**src/rtl/pc_int_ctrl.sv**
```systemverilog
// Program counter with a vectored interrupt front end: edge-latched requests,
// fixed-priority entry, a single-level return address and step-strobed updates.
module pc_int_ctrl #(
  parameter int unsigned      WIDTH       = 27,
  parameter int unsigned      NUM_INT     = 8,
  parameter logic [WIDTH-1:0] PC_START    = 27'hC01400,
  parameter logic [WIDTH-1:0] VECTOR_BASE = '0,
  parameter logic [WIDTH-1:0] ROM_BASE    = 27'hC01400
) (
  input  logic               clk,
  input  logic               reset,
  input  logic               writeBack,
  input  logic               jump,
  input  logic               offset,
  input  logic [WIDTH-1:0]   jump_addr,
  input  logic               reti,
  input  logic [NUM_INT-1:0] int_in,
  input  logic               mask_we,
  input  logic [NUM_INT-1:0] mask_wdata,
  output logic [WIDTH-1:0]   pc_out,
  output logic [NUM_INT-1:0] int_ack,
  output logic [NUM_INT-1:0] int_pending,
  output logic               int_active
);

  logic [1:0]         rdy_q, rdy_d;
  logic               wb_prev_q;
  logic [NUM_INT-1:0] int_prev_q;
  logic [NUM_INT-1:0] pending_q, pending_d;
  logic [NUM_INT-1:0] mask_q, mask_d;
  logic [WIDTH-1:0]   pc_q, pc_d;
  logic [WIDTH-1:0]   backup_q, backup_d;
  logic               active_q, active_d;
  logic [NUM_INT-1:0] ack_q, ack_d;

  logic               ready;
  logic               step;
  logic               do_reti;
  logic               take_int;
  logic               found;
  logic [NUM_INT-1:0] req;
  logic [NUM_INT-1:0] grant;
  logic [NUM_INT-1:0] rise;
  logic [WIDTH-1:0]   vec;
  logic [WIDTH-1:0]   seq_pc;

  // Reset release walks through two flops so steps and edges start on a clean clock.
  assign rdy_d    = {rdy_q[0], 1'b1};
  assign ready    = rdy_q[1];
  assign step     = ready & writeBack & ~wb_prev_q;
  assign rise     = ready ? (int_in & ~int_prev_q) : '0;
  assign req      = pending_q & mask_q;
  assign seq_pc   = jump ? (offset ? pc_q + jump_addr : jump_addr) : pc_q + WIDTH'(1);
  assign do_reti  = step & reti & active_q;
  assign take_int = step & ~do_reti & ~active_q & (pc_q < ROM_BASE) & (|req);

  always_comb begin
    grant = '0;
    vec   = VECTOR_BASE + WIDTH'(1);
    found = 1'b0;
    for (int unsigned i = 0; i < NUM_INT; i++) begin
      if (req[i] && !found) begin
        found    = 1'b1;
        grant[i] = 1'b1;
        vec      = VECTOR_BASE + WIDTH'(i) + WIDTH'(1);
      end
    end
  end

  always_comb begin
    pc_d      = pc_q;
    backup_d  = backup_q;
    active_d  = active_q;
    ack_d     = '0;
    pending_d = pending_q;
    if (do_reti) begin
      pc_d     = backup_q;
      active_d = 1'b0;
    end else if (take_int) begin
      pc_d      = vec;
      backup_d  = seq_pc;
      active_d  = 1'b1;
      ack_d     = grant;
      pending_d = pending_q & ~grant;
    end else if (step) begin
      pc_d = seq_pc;
    end
    // A fresh edge overrides the clear of the channel being serviced.
    pending_d = pending_d | rise;
    mask_d    = (ready && mask_we) ? mask_wdata : mask_q;
  end

  always_ff @(posedge clk or negedge reset) begin
    if (!reset) begin
      rdy_q      <= '0;
      wb_prev_q  <= 1'b0;
      int_prev_q <= '0;
      pending_q  <= '0;
      mask_q     <= '1;
      pc_q       <= PC_START;
      backup_q   <= '0;
      active_q   <= 1'b0;
      ack_q      <= '0;
    end else begin
      rdy_q      <= rdy_d;
      wb_prev_q  <= writeBack;
      int_prev_q <= int_in;
      pending_q  <= pending_d;
      mask_q     <= mask_d;
      pc_q       <= pc_d;
      backup_q   <= backup_d;
      active_q   <= active_d;
      ack_q      <= ack_d;
    end
  end

  assign pc_out      = pc_q;
  assign int_ack     = ack_q;
  assign int_pending = pending_q;
  assign int_active  = active_q;

endmodule

```
**config.mk**
```make
export PLATFORM = sky130hd
export DESIGN_NAME = pc_int_ctrl
export DESIGN_NICKNAME = d
export VERILOG_FILES = /design/src/rtl/pc_int_ctrl.sv
export SDC_FILE = /design/constraint.sdc
export NUM_CORES = 1
export LEC_CHECK = 0
export CAP_MARGIN = 40
export CORE_ASPECT_RATIO = 1.75
export CORE_MARGIN = 5
export CORE_UTILIZATION = 50
export DETAILED_ROUTE_END_ITERATION = 10
export MAX_ROUTING_LAYER = met4
export PLACE_DENSITY = 0.82
export SLEW_MARGIN = 20
export SYNTH_ARGS = -nofsm -noshare
export SYNTH_HDL_FRONTEND = slang
export SYNTH_SLANG_ARGS = --single-unit
```
**constraint.sdc**
```tcl
create_clock -name clk -period 5.7 [get_ports clk]
set_input_delay 1.14 -clock clk [delete_from_list [all_inputs] [get_ports clk]]
set_output_delay 1.14 -clock clk [all_outputs]
set_load 0.005 [all_outputs]
```
==> results.md <==
* Nets at 844
* Layout filler cell count at approximately 1,000
* Post-synth top area cell: dfrtp_1
* Met1 usage at between 20% and 30%
* Chip width at roughly 93 um
* Synth cell types at 67
* Synth top area share at between 30% and 40%
* Via count at between 5,000 and 6,000
* Pre-CTS setup slack at ~1.4 ns
* Final wirelength at 17,500 um
* Largest family of logic cells by synthesized area: compound AO/OA/AOI/OAI gates
* Final Hold Violating Endpoints at 0
* Diodes inserted at 0
* Setup violators final at 0
* Vias in the first global route at between 5,000 and 6,000
* Status: completed
* Grt total ovfl at 0
* Crit path DAT at 4.09 ns
* Cells after synthesis at around 690
* CP bufs+invs at 2
* Slew HR at between 40% and 50%
* H-tree levels at 3
* Post-synthesis cell area at just over 6000 sq um
* Initial DRC Count at 333
* Final worst-path cycle share at roughly two thirds
* Max-slew violations at 0
* Crit path kind: in2reg
* Critical path fanouts, max at 4
* Period minus WS final at ~4 ns
* Startpoint Class: primary input
* P_leak at between 0.003 and 0.004 uW
* Pre-antenna DRT Iters at 6
* DRC Markers at 0
* Crit path cell chain: clkdlybuf4s50_1 > ha_1 > inv_1 > fa_1 > nand2b_1 > a21oi_1 > o21ai_1 > a21o_1 > a311oi_1 > a41oi_1 > xnor2_1 > o221ai_1 > o21ai_0
* Clock transition at the registers of the reported paths at ~0.06 ns
* Yosys warnings at 0
* Sequential area share after synthesis at 37.5%
* FFs w/ async S/R, synth at 100%
* Req. time, crit path at around 6 ns
* CTS Sinks at 90
* Core Region at 11,900 sq um
* Cells after DPL at between 800 and 900
* Worst Skew at between 0.006 and 0.007 ns
* Post-route ant nets at 0
* Synthesized flop and latch total at 90
* Area share of xor/xnor cells in the synthesized design at between 5 and 6%
* Row cnt at 53
* Synthesized-area fraction occupied by and/or/nand/nor cells at 18.7%
* Reg area at about 2300 sq um
* Multi-input logic area at roughly 3600 sq um
* Global routing usage on met2 at 44.9%
* Maxcap violations at 0
* Post-synthesis mux area share at approximately 6.3%
* Synth area leaders: dfrtp_1 32%, ha_1 5.6%, dfstp_2 5.2%, nand2_1 4.8%, o21ai_0 4.5%
* # Post-CTS Setup Buffers at 0
* Synth Area in Compound Gates at a little over a fifth
* Post-synth EDFFs at 0
* Busiest grt layer: met2
* Worst vdd ir at 0.240 mV
* Commonest non-fill, non-tap cell in the layout: clkdlybuf4s50_1
* Hold Buf Count CTS at 0
* Largest net degree at the start of global routing at 63
* CTS resizes at 0
* WL/cell at between 15 and 20 um
* Delay-heaviest family, CP: compound AO/OA/AOI/OAI gates
* All-Layer GR Usage at between 20% and 30%
* Hold/Removal Path Class: reg2reg
* RD Place Congestion at just over 0.9
* Mean Syn Cell Area at between 8 and 9 sq um
* DP HPWL at ~13,000 um
* Syn Nets at around 770
* Pwr per Cell Area at 442 nW/um^2
* RSZ-0062 raised after global routing: no
* Layout cells sized above 1 at 9.86%
* IO buf count at 93
* Clock Latency Late Sink at about 0.34 ns
* Worst Tran Pin Value at just over 0.8 ns
* Initial antenna violation count at 0
* CTS tree: yes
* Final core utilization at between 60% and 70%
* Slowest library cell on the worst path: clkdlybuf4s50_1
* Via/cell ratio at around 6.2
* Prevailing post-synth register cell: dfrtp_1
* Crit end category: flip-flop
* Slowest stage delay, CP at ~0.48 ns
* Clock tree buffer depth at 2
* Setup TNS Final at 0 ns
* First-pass GRT wire length at ~29,000 um
* Met3 Track Usage GR at under 10%
* Most frequent cells in the layout: 92 x clkdlybuf4s50_1, 78 x nand2_1, 78 x dfrtp_1, 63 x nor2_1, 54 x o21ai_0
* Die Height at approximately 160 um
* Area of the die at between 10,000 and 15,000 sq um
* CTS Buf Count at 9
* Fmax at approximately 260 MHz
* Finished Layout Cells at about 910
* Top-Level Pins at 94
* CTS Root Cell: clkbuf_16
* Syn-to-layout area delta at 22.4%
* Synth Area in Adders at about 6%
* Worst setup margin at around 1.8 ns
* Initial Util at a little over 50%
-- final cells by class --
class | instances | share of cell area (%)
Tap cell | 137 | 2.32
Inverter | 18 | 0.914
Sequential cell | 90 | 30.7
Clock inverter | 5 | 1.05
Multi-Input combinational cell | 546 | 48.1
Timing Repair Buffer | 101 | 13.6
Clock buffer | 11 | 3.28
-- metrics by stage --
| step | power [uW] | hold WS [ns] | area (sq um) |
|---|---|---|---|
| final | 3260 | 0.370 | 7390 |
| after global routing | 3480 | 0.377 | 7390 |
| after CTS | 3260 | 0.368 | 7390 |
| after detailed placement | 2620 | 0.355 | 7070 |
| after global placement | 2560 | 0.333 | 7040 |
| after floorplan | 2060 | 0.331 | 6040 |
-- per-layer routing --
layer | vias up | part of all wire, %
met4 | 0 | 2.7
met5 | - | 0
met1 | 2735 | 40
met3 | 44 | 4.6
met2 | 205 | 53
li1 | 2658 | -
-- kinds of logic (layout without fill, tap and decap cells) --
family                   count (synthesis)  after routing
adder cells (fa/ha/maj)                 28             28
flip-flops                              90             90
buffers and inverters                   52            135
AND/OR/NAND/NOR                        241            241
multiplexers                            35             35
XOR/XNOR                                41             41
AO/OA/AOI/OAI                          200            200
other                                    1              1
-- final timing paths --
path,start,end,slack (ns),cells after the start
worst max register to register,pc_out[0]$_DFFE_PN0P_,backup_q[24]$_DFFE_PN0P_,2.48,12
min in group asynchronous,reset,pc_out[19]$_DFFE_PN0P_,0.61,1
worst min-delay path,rdy_q[0]$_DFF_PN0_,rdy_q[1]$_DFF_PN0_,0.37,0
max in group asynchronous,reset,mask_q[7]$_DFFE_PN1P_,4.18,3
worst max-delay path,jump_addr[0],backup_q[24]$_DFFE_PN0P_,1.81,13
worst min register to register,rdy_q[0]$_DFF_PN0_,rdy_q[1]$_DFF_PN0_,0.37,0
-- cell usage after synthesis, drive strengths merged, types with 2 or more instances --
cell type,n
nand2b,8
or2,5
xor2,22
nand2,79
nand3,27
mux2i,11
a221o,2
a31oi,4
o221ai,4
o22ai,3
a32o,3
o21a,5
or4,3
o21bai,2
o21ai,64
mux2,24
o311ai,2
nor2,63
dfrtp,78
o31a,3
a311oi,2
a21o,15
or3,2
nand3b,5
buf,11
xnor2,19
nor3,8
nor2b,2
a21oi,49
and2,2
a211oi,12
clkbuf,23
a32oi,2
inv,18
nand4,8
nor4,4
a211o,3
a2111oi,3
o211ai,5
and3,22
ha,27
dfstp,12
a221oi,10
-- registers in the layout, indices dropped and copies added, names as in the netlist --
| name | cells |
|---|---|
| backup_q | 27 |
| mask_q | 8 |
| int_ack | 8 |
| pc_out | 27 |
| int_pending | 8 |
| int_active | 1 |
| rdy_q | 2 |
| wb_prev_q | 1 |
| int_prev_q | 8 |
-- report_power, final --
| group | switching (uW) | total [uW] | internal, uW |
|---|---|---|---|
| Sequential | 268 | 1110 | 841 |
| Combinational | 795 | 1520 | 727 |
| Clock | 238 | 632 | 395 |
Note: power is estimated with default switching activity, not from simulation.
